===== config.mk =====
export PLATFORM = sky130hd
export DESIGN_NAME = char_stream_arbiter
export DESIGN_NICKNAME = d
export VERILOG_FILES = /design/src/rtl/char_stream_arbiter.sv
export SDC_FILE = /design/constraint.sdc
export NUM_CORES = 1
export LEC_CHECK = 0
export ABC_AREA = 1
export CORE_MARGIN = 3
export CORE_UTILIZATION = 30
export DETAILED_ROUTE_END_ITERATION = 10
export GPL_ROUTABILITY_DRIVEN = 0
export GPL_TIMING_DRIVEN = 0
export PLACE_DENSITY_LB_ADDON = 0.15
export SLEW_MARGIN = 30
export SYNTH_ARGS = -nofsm -noshare
export SYNTH_HDL_FRONTEND = slang
export SYNTH_SLANG_ARGS = --single-unit
export TNS_END_PERCENT = 10

===== constraint.sdc =====
create_clock -name clk -period 3.2 [get_ports clk]
set_clock_uncertainty 0.15 [all_clocks]
set_input_delay 0.8 -clock clk [delete_from_list [all_inputs] [get_ports clk]]
set_output_delay 0.8 -clock clk [all_outputs]
set_load 0.01 [all_outputs]

===== src/rtl/char_stream_arbiter.sv =====
// ---------------------------------------------------------------------------
// char_stream_arbiter
//
// Merges two character streams into a single write port of a character
// feeder. Source A is the local keyboard and source B is the remote UART.
// Each source has its own small FIFO. An issue FSM drains the FIFOs one
// character at a time, and after each write strobe it waits a fixed gap
// before it can issue again. It also tracks a page character counter.
//
// Parameters
//   FIFO_DEPTH : entries per source FIFO (power of 2, >= 2)
//   GAP_CYCLES : idle cycles after every feed_we pulse (>= 1)
//
// Ports
//   clk, rst            : clock, synchronous active-high reset
//   a_data/a_valid      : source A character and valid
//   a_ready             : source A FIFO can accept
//   b_data/b_valid      : source B character and valid
//   b_ready             : source B FIFO can accept
//   hold                : blocks new issues while high (an active gap still runs)
//   feed_data           : character code presented to the feeder
//   feed_we             : one-cycle write strobe to the feeder
//   feed_src            : origin of feed_data (0 = A, 1 = B)
//   char_count          : characters issued since the last clear (0..139)
//   page_full           : pulses together with feed_we on the 140th character
// ---------------------------------------------------------------------------
module char_stream_arbiter #(
  parameter int FIFO_DEPTH = 4,
  parameter int GAP_CYCLES = 1
) (
  input  logic       clk,
  input  logic       rst,
  input  logic [7:0] a_data,
  input  logic       a_valid,
  output logic       a_ready,
  input  logic [7:0] b_data,
  input  logic       b_valid,
  output logic       b_ready,
  input  logic       hold,
  output logic [7:0] feed_data,
  output logic       feed_we,
  output logic       feed_src,
  output logic [7:0] char_count,
  output logic       page_full
);

  localparam int AW = $clog2(FIFO_DEPTH);
  localparam int GW = (GAP_CYCLES > 1) ? $clog2(GAP_CYCLES) : 1;
  localparam logic [GW-1:0] GAP_LAST   = GW'(GAP_CYCLES - 1);
  localparam logic [7:0]    CLEAR_CODE = 8'hFF;
  localparam logic [7:0]    PAGE_LAST  = 8'd139;

  typedef enum logic {
    IDLE = 1'b0,
    GAP  = 1'b1
  } state_t;

  // Per-source FIFO storage. Index 0 is source A and index 1 is source B.
  // The pointers carry one extra wrap bit, so full and empty can be told apart.
  logic [7:0]  mem_q    [2][FIFO_DEPTH];
  logic [AW:0] wr_ptr_q [2];
  logic [AW:0] rd_ptr_q [2];
  logic [AW:0] wr_ptr_d [2];
  logic [AW:0] rd_ptr_d [2];

  logic [7:0]  in_data  [2];
  logic [7:0]  head     [2];
  logic [1:0]  in_valid;
  logic [1:0]  push;
  logic [1:0]  pop;
  logic [1:0]  empty;
  logic [1:0]  full;

  // Issue FSM state and registered outputs
  state_t      state_q;
  logic [GW-1:0] gap_cnt_q;
  logic        feed_we_q;
  logic [7:0]  feed_data_q;
  logic        feed_src_q;
  logic [7:0]  char_count_q;
  logic        page_full_q;
  logic        rr_last_q;     // source that won the most recent grant

  logic        issue;
  logic        grant_src;
  logic [7:0]  issue_data;
  logic        clear_a;
  logic        clear_b;

  // A clear code resets the page. Any other code advances the counter,
  // which wraps to 0 after the last position of the page.
  function automatic logic [7:0] next_count(input logic [7:0] cnt,
                                            input logic [7:0] code);
    logic [7:0] r;
    if (code == CLEAR_CODE) begin
      r = 8'd0;
    end else if (cnt == PAGE_LAST) begin
      r = 8'd0;
    end else begin
      r = cnt + 8'd1;
    end
    return r;
  endfunction

  function automatic logic wraps_page(input logic [7:0] cnt,
                                      input logic [7:0] code);
    return (code != CLEAR_CODE) && (cnt == PAGE_LAST);
  endfunction

  // ---------------------------------------------------------------------
  // FIFO status and accept logic
  // ---------------------------------------------------------------------
  always_comb begin
    in_valid   = {b_valid, a_valid};
    in_data[0] = a_data;
    in_data[1] = b_data;
    for (int s = 0; s < 2; s++) begin
      empty[s] = (wr_ptr_q[s] == rd_ptr_q[s]);
      full[s]  = (wr_ptr_q[s][AW] != rd_ptr_q[s][AW]) &&
                 (wr_ptr_q[s][AW-1:0] == rd_ptr_q[s][AW-1:0]);
      head[s]  = mem_q[s][rd_ptr_q[s][AW-1:0]];
      // Full blocks a push, so a push and a pop can never hit the same
      // entry. A pop on a full FIFO frees ready on the following cycle.
      push[s]  = in_valid[s] & ~full[s] & ~rst;
    end
  end

  assign a_ready = ~rst & ~full[0];
  assign b_ready = ~rst & ~full[1];

  // ---------------------------------------------------------------------
  // Grant selection: a clear code at a head wins, and A wins if both heads
  // hold a clear. Otherwise the grant alternates when both FIFOs have data.
  // ---------------------------------------------------------------------
  always_comb begin
    clear_a   = ~empty[0] && (head[0] == CLEAR_CODE);
    clear_b   = ~empty[1] && (head[1] == CLEAR_CODE);
    grant_src = 1'b0;
    if (clear_a) begin
      grant_src = 1'b0;
    end else if (clear_b) begin
      grant_src = 1'b1;
    end else if (~empty[0] && ~empty[1]) begin
      grant_src = ~rr_last_q;
    end else if (~empty[0]) begin
      grant_src = 1'b0;
    end else begin
      grant_src = 1'b1;
    end
    issue      = (state_q == IDLE) && ~hold && (~empty[0] || ~empty[1]);
    issue_data = head[grant_src];
    pop[0]     = issue & ~grant_src;
    pop[1]     = issue &  grant_src;
  end

  always_comb begin
    for (int s = 0; s < 2; s++) begin
      wr_ptr_d[s] = wr_ptr_q[s];
      rd_ptr_d[s] = rd_ptr_q[s];
      if (push[s]) begin
        wr_ptr_d[s] = wr_ptr_q[s] + (AW+1)'(1);
      end
      if (pop[s]) begin
        rd_ptr_d[s] = rd_ptr_q[s] + (AW+1)'(1);
      end
    end
  end

  always_ff @(posedge clk) begin
    for (int s = 0; s < 2; s++) begin
      if (rst) begin
        wr_ptr_q[s] <= '0;
        rd_ptr_q[s] <= '0;
      end else begin
        wr_ptr_q[s] <= wr_ptr_d[s];
        rd_ptr_q[s] <= rd_ptr_d[s];
      end
    end
  end

  // Storage needs no reset, because the pointers decide what is valid.
  always_ff @(posedge clk) begin
    for (int s = 0; s < 2; s++) begin
      if (push[s]) begin
        mem_q[s][wr_ptr_q[s][AW-1:0]] <= in_data[s];
      end
    end
  end

  // ---------------------------------------------------------------------
  // Issue FSM: IDLE issues one character and enters GAP. GAP counts
  // GAP_CYCLES cycles and then returns to IDLE. hold is not sampled in GAP.
  // ---------------------------------------------------------------------
  always_ff @(posedge clk) begin
    if (rst) begin
      state_q      <= IDLE;
      gap_cnt_q    <= '0;
      feed_we_q    <= 1'b0;
      feed_data_q  <= 8'd0;
      feed_src_q   <= 1'b0;
      char_count_q <= 8'd0;
      page_full_q  <= 1'b0;
      rr_last_q    <= 1'b1;   // B won "last", so A takes the first tie
    end else begin
      feed_we_q   <= 1'b0;
      page_full_q <= 1'b0;
      case (state_q)
        IDLE: begin
          if (issue) begin
            feed_we_q    <= 1'b1;
            feed_data_q  <= issue_data;
            feed_src_q   <= grant_src;
            rr_last_q    <= grant_src;
            char_count_q <= next_count(char_count_q, issue_data);
            page_full_q  <= wraps_page(char_count_q, issue_data);
            gap_cnt_q    <= '0;
            state_q      <= GAP;
          end
        end
        GAP: begin
          if (gap_cnt_q == GAP_LAST) begin
            state_q <= IDLE;
          end else begin
            gap_cnt_q <= gap_cnt_q + GW'(1);
          end
        end
        default: state_q <= IDLE;
      endcase
    end
  end

  assign feed_we    = feed_we_q;
  assign feed_data  = feed_data_q;
  assign feed_src   = feed_src_q;
  assign char_count = char_count_q;
  assign page_full  = page_full_q;

endmodule


==> results.py, run 1 <==
metrics = {
    "die": {
        "start_util_pct": 31.2,
        "die_x_um": 127,
        "io_pins": 42,
        "rows": 43,
        "die_h_um": 127,
        "die_area_mm2": 0.0162,
        "core-area_mm2": 0.0141,
    },
    "cts": {
        "clkSlewWorstSetupHoldPaths_ns": 0.06,
        "numClockSinks": 96,
        "cts_resized": 0,
        "cts_setup_buffers": 0,
        "tritoncts": "built",
        "clk-insertion-delay-late_ns": 0.34,
        "cts_buffers": 9,
        "cts-htree-levels": 3,
        "cts_buffer_depth": 2,
        "root_buffer": "clkbuf_16",
        "cts_hold_buffers": 0,
    },
    "synthesis": {
        "synth-seq-cells": 96,
        "postSynthCellCount": 483,
        "synth_edf_count": 64,
        "yosys_warnings": 0,
        "synth_flop_cell": "edfxtp_1",
        "synthesis.nets": 515,
        "synth.avg_cell_area_um2": 9.15,
        "netlist_area_mm2": 0.00442,
        "synth.distinct_cells": 32,
        "synth-seq-area-share_pct": 58.0,
        "synthArstFlopShare_pct": 0,
    },
    "final_layout": {
        "multiInputGateArea_mm2": 0.00149,
        "utilization_pct": 38.0,
        "register_area_mm2": 0.00256,
        "antenna_cells": 0,
        "final_nets": 567,
        "final_cells": 720,
        "syn_to_final_growth_pct": 21.6,
        "fill_cells": 1427,
        "layout-drive-gt1-share_pct": 6.85,
    },
    "power": {
        "ir_worst_vdd_uv": 368,
        "p_leak_nw": 2.22,
        "p_per_area_mw_per_mm2": 711,
        "finalPower_mw": 3.82,
    },
    "detailed_routing": {
        "viasPerCell": 4.38,
        "initialDrtViolationCount": 191,
        "wl_per_cell_um": 13.3,
        "ant_nets": 0,
        "dr_total_vias": 3154,
        "dr.pass1.iters": 4,
        "wirelength_mm": 9.61,
        "drc_errors": 0,
    },
    "global_route": {
        "grt_max_degree": 16,
        "track_usage_pct": 12.4,
        "grt_pass1_wl_mm": 15.7,
        "grt-ovfl-total": 0,
        "grt_antenna_before_repair": 0,
        "grt_pass1_vias": 3065,
    },
    "worst_setup_path": {
        "critPathLaunchType": "input port",
        "crit_slowest_cell": "clkdlybuf4s50_1",
        "cp.arrival_ns": 2.18,
        "critical_path_required_ns": 2.25,
        "cp-end-kind": "output port",
        "path_cells": "clkdlybuf4s50_1 > inv_1 > o21ai_0 > inv_1 > clkdlybuf4s50_1",
        "crit_fanout": 4,
        "critPathMaxStageDelay_ns": 0.55,
        "criticalPathCategory": "input port to output port",
    },
    "sta": {
        "fin_crit_ns": 3.13,
        "max_clock_freq_mhz": 320,
        "rsz0062_at_grt": "no",
        "fin_ws_ns": 0.0706,
        "slew_headroom_pct": 43.4,
        "setup_viol": 0,
        "worst_pin_slew_ns": 0.847,
        "tns_ns": 0,
        "report.final.slew_viol_count": 0,
        "fin_crit_sh_pct": 97.8,
        "hold_viol": 0,
    },
    "run": {
        "cap_violations": 0,
    },
    "place": {
        "dp_slack_ns": 0.0111,
        "placedCellCount": 704,
        "dpl.hpwl_mm": 6.77,
        "portBuffers": 41,
    },
    "status": {
        "status": "complete, no violations",
    },
    "hold_path": {
        "hp-class": "register to register",
    },
}
==> layer usage <==
layer  GRT usage, %  vias to the layer above  share of wire (%)
li1               -                     1664                  -
met1           17.0                     1432                 48
met2           19.1                       47                 47
met3           3.05                       11                3.5
met4           4.73                        0                1.6
met5              0                        -                  0
==> per-stage QoR <==
step | hold WS [ns] | instance area, um^2
finish | 0.323 | 5380
global route | 0.355 | 5380
CTS | 0.322 | 5370
detailed placement | 0.312 | 5060
global placement | 0.303 | 5060
floorplan | 0.291 | 4420
==> power by group <==
| group | switching (mW) | internal, mW | total, mW |
|---|---|---|---|
| logic | 0.765 | 0.439 | 1.20 |
| clock network | 0.457 | 0.686 | 1.14 |
| registers | 0.0550 | 1.42 | 1.48 |
==> logic make-up (layout without fill, tap and decap cells) <==
logic type / after synthesis / count (layout) / share of synthesized area [%]
AND/OR/NAND/NOR: 234 / 234 / 22.7
AO/OA/AOI/OAI: 45 / 45 / 5.15
XOR/XNOR: 11 / 11 / 2.18
adder cells (fa/ha/maj): 11 / 11 / 3.11
buffers and inverters: 84 / 141 / 8.41
multiplexers: 2 / 2 / 0.453
flip-flops: 96 / 96 / 58.0
==> synth_stat cells, types with 4 or more instances <==
master / count / share of area, %
o21ai_0: 22 / 2.5
a21oi_1: 22 / 2.5
ha_1: 11 / 3.1
nand3_1: 39 / 4.4
buf_4: 4 / 0.68
nor2_1: 40 / 3.4
inv_1: 64 / 5.4
dfxtp_1: 32 / 14
clkbuf_1: 7 / 0.59
xnor2_1: 6 / 1.2
nand2_1: 135 / 11
edfxtp_1: 64 / 43
xor2_1: 5 / 0.99
==> path summary, 6_finish.rpt <==
check | from | end | slack, ns | cells past startpoint
max | rst | b_ready | 0.07 | 5
min reg2reg | wr_ptr_q[0][2]$_SDFFE_PP0P_ | wr_ptr_q[0][2]$_SDFFE_PP0P_ | 0.32 | 1
min | wr_ptr_q[0][2]$_SDFFE_PP0P_ | wr_ptr_q[0][2]$_SDFFE_PP0P_ | 0.32 | 1
max reg2reg | rd_ptr_q[1][1]$_SDFFE_PP0P_ | char_count[3]$_SDFFE_PP0P_ | 0.66 | 16
==> placed cells by master (no fill, tap or decap), types with 4 or more instances in the layout <==
cell	Yosys	layout
edfxtp_1	64	64
clkbuf_16	0	9
a21oi_1	22	22
clkdlybuf4s50_1	0	41
nand2_1	135	135
ha_1	11	11
buf_4	4	4
xor2_1	5	5
nand3_1	39	39
dfxtp_1	32	32
nor2_2	3	5
nor2_1	40	38
o21ai_0	22	22
xnor2_1	6	6
inv_1	64	64
clkbuf_1	7	9
==> critical path: cells and delay by family <==
| kind | cells | cell delay [ns] |
|---|---|---|
| AOI/OAI and AO/OA | 1 | 0.11 |
| buffers and inverters | 4 | 1.27 |
==> cell type report <==
cell class / count / area share [%]
Buffer: 15 / 1.96
Tap cell: 180 / 4.19
Clock buffer: 11 / 4.33
Clock inverter: 5 / 1.51
Inverter: 69 / 4.96
Sequential cell: 96 / 47.7
Multi-Input combinational cell: 303 / 27.7
Timing Repair Buffer: 41 / 7.64
==> state kept, by name, indices dropped and copies added (netlist names) <==
signal,flops
state_q,1
rd_ptr_q,6
rr_last_q,1
feed_data,8
wr_ptr_q,6
mem_q,64
char_count,8
feed_src,1
page_full,1
Note: power is estimated with default switching activity, not from simulation.
==> inputs of run 2 (changes only) <==
SKIP_LAST_GASP = 1   (was unset)
clock period = 3.1 ns   (was 3.2 ns; I/O delays follow)
==> run 2 against run 1 <==
Net effect: sequential cell count stayed put; largest cell class unchanged; via count is essentially flat; die area stayed put; critical path type unchanged; clock power rose by 4%; core utilization about the same.
==> results.py, run 2 (synthesis results as in run 1) <==
metrics = {
    "hold_path": {
        "hp-class": "register to register",
        "min_from": "wr_ptr_q[0][2]$_SDFFE_PP0P_",
    },
    "cts": {
        "cts_resized": 0,
        "cts_buffer_depth": 2,
        "root_buffer": "clkbuf_16",
        "clkSlewWorstSetupHoldPaths_ns": 0.06,
        "tritoncts": "built",
        "cts_setup_buffers": 0,
        "cts-htree-levels": 3,
        "clk-insertion-delay-late_ns": 0.34,
        "cts_buffers": 9,
        "cts_hold_buffers": 0,
        "numClockSinks": 96,
    },
    "detailed_routing": {
        "dr_total_vias": 3155,
        "drc_errors": 0,
        "dr.pass1.iters": 4,
        "initialDrtViolationCount": 191,
        "wirelength_mm": 9.61,
        "ant_nets": 0,
        "wl_per_cell_um": 13.3,
        "viasPerCell": 4.38,
    },
    "final_layout": {
        "fill_cells": 1428,
        "antenna_cells": 0,
        "layout-drive-gt1-share_pct": 7.04,
        "syn_to_final_growth_pct": 21.7,
        "final_common_cell": "nand2_1",
        "largest_register_ffs": 64,
        "utilization_pct": 38.0,
        "final_nets": 567,
        "final_cell_mix": "nand2_1, edfxtp_1, inv_1",
    },
    "worst_setup_path": {
        "critical_path_required_ns": 2.17,
        "cp-end-kind": "output port",
        "path_cells": "clkdlybuf4s50_1 > inv_2 > nand2_1 > inv_1 > clkdlybuf4s50_1",
        "critPathLaunchType": "input port",
        "r2r_start": "rd_ptr_q[1][1]$_SDFFE_PP0P_",
        "crit_fanout": 4,
        "criticalPathCategory": "input port to output port",
        "crit_top_cell": "clkdlybuf4s50_1",
        "startpoint": "rst",
        "cp.arrival_ns": 2.07,
        "critPathMaxStageDelay_ns": 0.55,
        "crit_slowest_cell": "clkdlybuf4s50_1",
    },
    "global_route": {
        "grt_pass1_wl_mm": 15.7,
        "grt_antenna_before_repair": 0,
        "grt_max_degree": 16,
        "grt-ovfl-total": 0,
        "grt_pass1_vias": 3065,
        "track_usage_pct": 12.4,
    },
    "sta": {
        "setup_viol": 0,
        "report.final.slew_viol_count": 0,
        "max_clock_freq_mhz": 333,
        "slew_headroom_pct": 43.4,
        "fin_crit_ns": 3.00,
        "fin_crit_sh_pct": 96.8,
        "rsz0062_at_grt": "no",
        "hold_viol": 0,
        "tns_ns": 0,
        "worst_pin_slew_ns": 0.847,
    },
    "power": {
        "p_per_area_mw_per_mm2": 734,
        "p_leak_nw": 2.23,
        "ir_worst_vdd_uv": 380,
    },
    "place": {
        "dpl.hpwl_mm": 6.77,
        "portBuffers": 41,
    },
    "die": {
        "die_x_um": 127,
        "core-area_mm2": 0.0141,
        "rows": 43,
        "io_pins": 42,
        "die_area_mm2": 0.0162,
        "die_h_um": 127,
        "start_util_pct": 31.2,
    },
    "run": {
        "cap_violations": 0,
    },
    "status": {
        "status": "complete, no violations",
    },
}
run 2: changes by cell type in the layout (fill, tap and decap cells not counted), sizes merged:
cell	before	now
dlymetal6s2s	0	1
clkdlybuf4s50	41	40
run 2: layout make-up:
cell class	instances	area, um^2	share of cell area [%]
flip-flops and latches	96	2560	47.7
multi-input cells	303	1490	27.7
repair buffers	41	413	7.68
inverters	69	267	4.96
clock buffers	11	233	4.33
well taps	180	225	4.19
plain buffers	15	105	1.95
clock inverters	5	81.3	1.51
run 2: final timing paths:
check	depth (start not counted)	end	slack, ns
worst max-delay path	5	a_ready	0.10
worst min-delay path	1	wr_ptr_q[0][2]$_SDFFE_PP0P_	0.32
worst max register to register	16	char_count[3]$_SDFFE_PP0P_	0.56
worst min register to register	1	wr_ptr_q[0][2]$_SDFFE_PP0P_	0.32
run 2: through the flow:
stage	setup slack (ns)	hold slack, ns	power, mW	cells	cell area [um^2]
2_1_floorplan	0.955	0.291	2.39	483	4420
3_3_place_gp	-0.00133	0.303	2.80	704	5060
3_5_place_dp	-0.0639	0.312	2.82	704	5060
4_1_cts	0.00329	0.322	4.01	720	5370
5_1_grt	0.0526	0.355	4.23	720	5380
6_report	0.101	0.323	3.94	720	5380
run 2: worst max-delay path, delay by kind of cell:
family                 cells  cell delay [ns]
buffers and inverters      4             1.24
AND/OR/NAND/NOR            1             0.06
run 2: power breakdown:
part | total, mW | switching (mW) | internal [mW]
combinational | 1.24 | 0.789 | 0.453
clock | 1.18 | 0.472 | 0.708
sequential | 1.52 | 0.0568 | 1.47
total | 3.94 | 1.32 | 2.63
run 2: layer usage:
metal | track usage [%] | routed length [um]
met4 | 4.73 | 152
met1 | 17.0 | 4610
met3 | 3.05 | 347
met2 | 19.1 | 4500
met5 | 0 | 0
==> inputs of run 3 (changes only) <==
CTS_CLUSTER_DIAMETER = 150   (was unset)
clock period = 3.3 ns   (was 3.1 ns; I/O delays follow)
==> results of run 3 <==
Same layout as run 1 (identical final DEF). Status: complete, no violations.
Main changes from that run: setup slack after placement 0.0111 ns -> 0.0861 ns; setup slack after layout 0.0706 ns -> 0.121 ns; register-to-register setup slack 0.66 ns -> 0.76 ns; total power 3.82 mW -> 3.71 mW; worst IR drop on VDD 368 uV -> 357 uV
==> variant 1: new RTL, flow settings as in run 2 <==
Set the parameter `FIFO_DEPTH` to 8 (it was 4).
--- a/src/rtl/char_stream_arbiter.sv
+++ b/src/rtl/char_stream_arbiter.sv
@@ -27,3 +27,3 @@
 module char_stream_arbiter #(
-  parameter int FIFO_DEPTH = 4,
+  parameter int FIFO_DEPTH = 8,
   parameter int GAP_CYCLES = 1
Formal check against the unedited RTL: not equivalent (a bounded check fails within 10 cycles, from zero or initial values and one cycle with rst high).
==> variant 1 against run 2 <==
- largest cell class unchanged
- design area up 63%
- first-iteration DRC count grew 57%
- register-to-register slack worse by 0.29 ns
- largest power group unchanged
- maximum frequency up 0.22%
- critical endpoint unchanged
- wire length is 87% higher
- count of clock-buffer cells in the layout rose by 6
- sequential cell count is 68 higher
- critical path depth up 4
- synthesized area up 65%
- total power rose by 69%
- setup slack gained 0.0067 ns
- die area rose by 61%
==> variant 1: results (changes against run 2) <==
Latest clock arrival within the worst-skew pair: 0.43 ns (+0.09 ns). The static leakage came out at 3.51 nW (+57%). The logs give 17 (+8) for the number of buffers created by CTS and 17 (+1) for the largest net degree at the start of global routing. Clock-pin slew was measured on the worst setup and hold paths at 0.07 ns. The tools report the maximum root-to-sink buffer count as 2 (unchanged). Proportion of total power due to net switching: 0.330 (-0.00380). The average instance area after synthesis was 9.40 sq um (+2.7%); the global router's overall resource usage was 0.142 (+0.0182).

The root buffer selected by CTS was clkbuf_16. For the placed instance area, the log shows 8110 sq um (+60%). Transition time of the tightest slew-check pin: 0.963 ns (+0.117 ns). The post-synthesis async set-or-reset flop share was 0 (unchanged); the number of antenna diodes was 0 (unchanged). The tools report the fraction of met1 tracks used by global routing as 0.216 (+0.0464). The number of synthesized flops with an enable pin is 128 (+100%). The share of layout cells above drive strength 1 came out at 0.0945 (+0.0241).

The count of input and output buffers was 41 (unchanged); the share of the yosys chip area belonging to registers was 0.627 (+0.0475). For the count of warnings emitted by yosys, the log shows 0 (unchanged). The half-perimeter wire length after detailed placement came out at 12000 microns (+77%).

Sorting the synthesized cells by area gives the leading types as edfxtp_1 53%, nand2_1 11%, dfxtp_1 9.9%. The detailed router's first-iteration violation count is 300 (+57%). After synthesis, the most frequently instantiated cells are 219 x nand2_1, 128 x edfxtp_1, 117 x nor2_1.

The data arrival at the endpoint of the critical path was 2.07 ns (about the same). The flip-flop count of the largest register after layout was 128 (+100%); the via count was 5098 (+62%). The number of global-route vias before repair was 4866 (+59%); the global-route wire length before repair was 28300 microns (+80%). The highest net fanout along the worst path is 7 (+3), and the number of antenna violations at the first check in global routing is 0 (unchanged). The final routed wire length divided by cell count was 15.4 microns (+15%). The run gives 33 (+3.1%) as the count of unique library cells instantiated by Yosys. The H-tree depth was 4 (+1). The met3 global-route usage is 0.0349 (+0.00442), and the total number of nets in the final design is 860 (+52%). The run gives 0.200 (+0.00965) as the fraction of met2 tracks used by global routing. For this design, the slowest cell found on the critical path is clkdlybuf4s50_1. The cell family contributing the most delay on the critical path is buffers and inverters. The first-pass detailed-route iteration total is 4 (unchanged), and the cell count after placement is 1134 (+61%). The tools report the sum of negative setup slack as 0 ns (unchanged). The flow ran to the end, and the final reports show no timing, DRC or antenna violations. For the worst ir drop on vdd, the log shows 0.000377 V (-0.72%). The total nets after synthesis came out at 800 (+55%).

The longest individual stage delay on the worst path is 0.49 ns (-0.06 ns). Class of the most critical hold timing path: reg2reg. Final non-filler cell total: 1166 (+62%).
-- variant 1: cell count changes in the layout (fill, tap and decap cells not counted), sizes merged, moves of 5 or more --
| cell | change |
|---|---|
| edfxtp | +64 |
| nor2 | +78 |
| ha | -6 |
| nand3 | -5 |
| o21ai | +42 |
| clkbuf | +6 |
| nand2 | +82 |
| inv | +22 |
| buf | +15 |
-- variant 1: path summary, 6_finish.rpt --
| path | slack, ns | to | cells after the start | from |
|---|---|---|---|---|
| max | 0.11 | a_ready | 9 | rd_ptr_q[0][1] |
| min | 0.33 | rd_ptr_q[0][3] | 2 | rd_ptr_q[0][3] |
| max reg2reg | 0.27 | page_full | 16 | rd_ptr_q[1][1] |
| min reg2reg | 0.33 | rd_ptr_q[0][3] | 2 | rd_ptr_q[0][3] |
-- variant 1: repair_timing --
action,in CTS,in global routing
buffers inserted,0,0
endpoints found under the setup margin,2,2
gates resized for setup,2,1
hold endpoints to repair,0,0
-- variant 1: kinds of logic (layout without fill, tap and decap cells) --
group           count (synthesis)  after routing  share of synthesized area
buf+inv                       113            186                     0.0689
flops                         164            164                      0.627
simple gates                  390            390                      0.219
fa+ha+maj                       5              5                    0.00860
xor+xnor                       10             10                     0.0120
compound gates                 92             92                     0.0646
-- variant 1: area by class of cell --
| class | instances | area, sq um |
|---|---|---|
| buffer | 30 | 191 |
| sequential | 164 | 4560 |
| tap | 319 | 399 |
| timing repair buffer | 41 | 409 |
| clock buffer | 17 | 425 |
| fill | 2439 | 14900 |
| inverter | 83 | 314 |
| multi-input combinational | 497 | 2240 |
| clock inverter | 15 | 213 |
-- variant 1: power groups by stage --
stage	clock network (W)	logic (W)	registers (W)
final	0.00230	0.00184	0.00254
after global placement	0	0.00186	0.00259
after floorplan	0	0.00121	0.00259
after CTS	0.00234	0.00187	0.00254
after global routing	0.00242	0.00211	0.00255
after detailed placement	0	0.00186	0.00258
-- variant 1: metrics by stage --
stage | setup slack, ns | utilization | hold WS (ns)
floorplan | 0.859 | - | 0.306
global placement | -0.370 | 0.342 | 0.317
detailed placement | -0.262 | 0.342 | 0.328
CTS | 0.0818 | 0.369 | 0.337
global route | -0.0217 | 0.370 | 0.361
finish | 0.107 | 0.370 | 0.335
-- variant 1: worst reg2reg max path: cells and delay by family, from the launching register on --
family | cells | cell delay, ns
buf+inv | 2 | 0.60
simple gates | 14 | 1.65
flops | 1 | 0.34
-- variant 1: metal layers --
| layer | routed length, microns | vias up |
|---|---|---|
| met5 | 0 | - |
| met2 | 7450 | 94 |
| met1 | 9590 | 2336 |
| li1 | - | 2655 |
| met3 | 692 | 13 |
| met4 | 216 | 0 |
==> variant 2: new RTL, flow settings as in run 2 <==
Made on the original files. Put one more register stage on the output `char_count`, with the module's reset. The value now appears one clock later. The other outputs are not delayed to match.
--- a/src/rtl/char_stream_arbiter.sv
+++ b/src/rtl/char_stream_arbiter.sv
@@ -234,3 +234,9 @@
   assign feed_src   = feed_src_q;
-  assign char_count = char_count_q;
+  always_ff @(posedge clk) begin
+    if (rst) begin
+      char_count <= '0;
+    end else begin
+      char_count <= char_count_q;
+    end
+  end
   assign page_full  = page_full_q;
Function: changed (Yosys sat finds a counterexample within 4 cycles, from zero or initial values and one cycle with rst high).
==> variant 2 against run 2 <==
- die area is 4.7% higher
- via count rose by 3.2%
- total power grew 0.21%
- synthesized area is 5.0% higher
- setup slack lost 0.022 ns
- design area increased by 3.8%
- sequential cell count is 8 higher
- sequential power up 7%
- wire length fell by 0.21%
- clock power decreased by 9%
- register-to-register slack about the same
- critical path type unchanged
==> variant 2: results (changes against run 2) <==
The tools report the sum of negative setup slack as 0 ns (unchanged). The placed instance area is 5280 sq um (+4.5%). Per-cell via count in the routed design: 4.33 (-1.2%). For the number of global-route vias before repair, the log shows 3139 (+2.4%).

The worst register-to-register path ends at char_count_q[4]. The fraction of the mapped netlist area in compound gates came out at 0.0434 (-0.00811). The run gives 0.00137 W (+3.8%) as the switching power summed over all nets. The tools report the worst hold slack as 0.323 ns (-0.000189 ns). The run finished with clean final reports.

The count of unique library cells instantiated by Yosys was 34 (+6.3%). The total nets after synthesis is 541 (+5.0%), and the worst relative slew slack is 0.419 (-0.0143). The logs give 0.000310 V (-18%) for the worst ir drop on vdd and 2.10 ns (+0.03 ns) for the data arrival at the endpoint of the critical path. Ranked by total cell area, the synthesized netlist is headed by edfxtp_1 41%, dfxtp_1 17%, nand2_1 12%. For the largest net degree at the start of global routing, the log shows 19 (+3).

Highest net fanout along the worst path: 3 (-1). The run gives 0.0786 ns (-0.0221 ns) as the final worst slack. The post-synthesis adder-cell area fraction was 0.0297 (-0.00148). The count of fill cells added during filler insertion was 1489 (+4.3%). The final routed wire length divided by cell count was 12.8 microns (-4.5%); the global-route wire length before repair was 15700 microns (-0.57%). The xor/xnor share of the synthesized area is 0.0205 (-0.00130), and the half-perimeter wire length after detailed placement is 6880 microns (+1.6%).

The run gives 0.587 (+0.00700) as the share of the yosys chip area belonging to registers. The logs give 2.36 nW (+5.8%) for the static leakage and 147 (-23%) for the detailed router's first-iteration violation count. The fraction of synthesized area in multiplexers is 0.00431 (-0.000215), and the total number of nets in the final design is 595 (+4.9%).
variant 2: cell count changes after synthesis, moves of 3 or more:
cell      before  now
a21oi_1       22   14
clkbuf_1       7    4
dfxtp_1       32   40
inv_1         64   72
nand2_1      135  150
nor2_1        40   47
variant 2: final cells by class:
cell class / instances / share of cell area
clock buffer: 10 / 0.0410
timing repair buffer: 43 / 0.0762
inverter: 77 / 0.0531
clock inverter: 6 / 0.00919
tap: 184 / 0.0412
buffer: 13 / 0.0188
multi-input combinational: 315 / 0.273
sequential: 104 / 0.488
variant 2: per-layer routing:
layer / vias to the layer above / GRT usage / share of wire
met5: - / 0 / 0
met4: 0 / 0.0629 / 0.025
met3: 12 / 0.0220 / 0.034
met2: 50 / 0.188 / 0.45
met1: 1462 / 0.164 / 0.49
li1: 1732 / - / -
variant 2: metrics by stage:
step | utilization | instances
floorplan | - | 509
global route | 0.377 | 752
CTS | 0.377 | 752
finish | 0.377 | 752
global placement | 0.357 | 734
detailed placement | 0.357 | 734
variant 2: power by group through the flow:
stage          sequential, W  clock [W]  combinational (W)
2_1_floorplan        0.00168          0           0.000828
3_3_place_gp         0.00166          0            0.00125
3_5_place_dp         0.00167          0            0.00126
4_1_cts              0.00164    0.00111            0.00127
5_1_grt              0.00165    0.00116            0.00143
6_report             0.00163    0.00107            0.00125
variant 2: logic make-up after synthesis:
logic type               count (synthesis)
flip-flops                             104
AND/OR/NAND/NOR                        253
AO/OA/AOI/OAI                           39
buffers and inverters                   90
adder cells (fa/ha/maj)                 11
XOR/XNOR                                10
multiplexers                             2
variant 2: critical path: cells and delay by family:
kind,cells,cell delay [ns]
simple gates,1,0.05
buf+inv,5,1.28
variant 2: what timing repair did:
item / in CTS / in global routing
setup endpoints to repair: 1 / 1
gates resized for setup: 1 / 1
setup buffers: 2 / 0
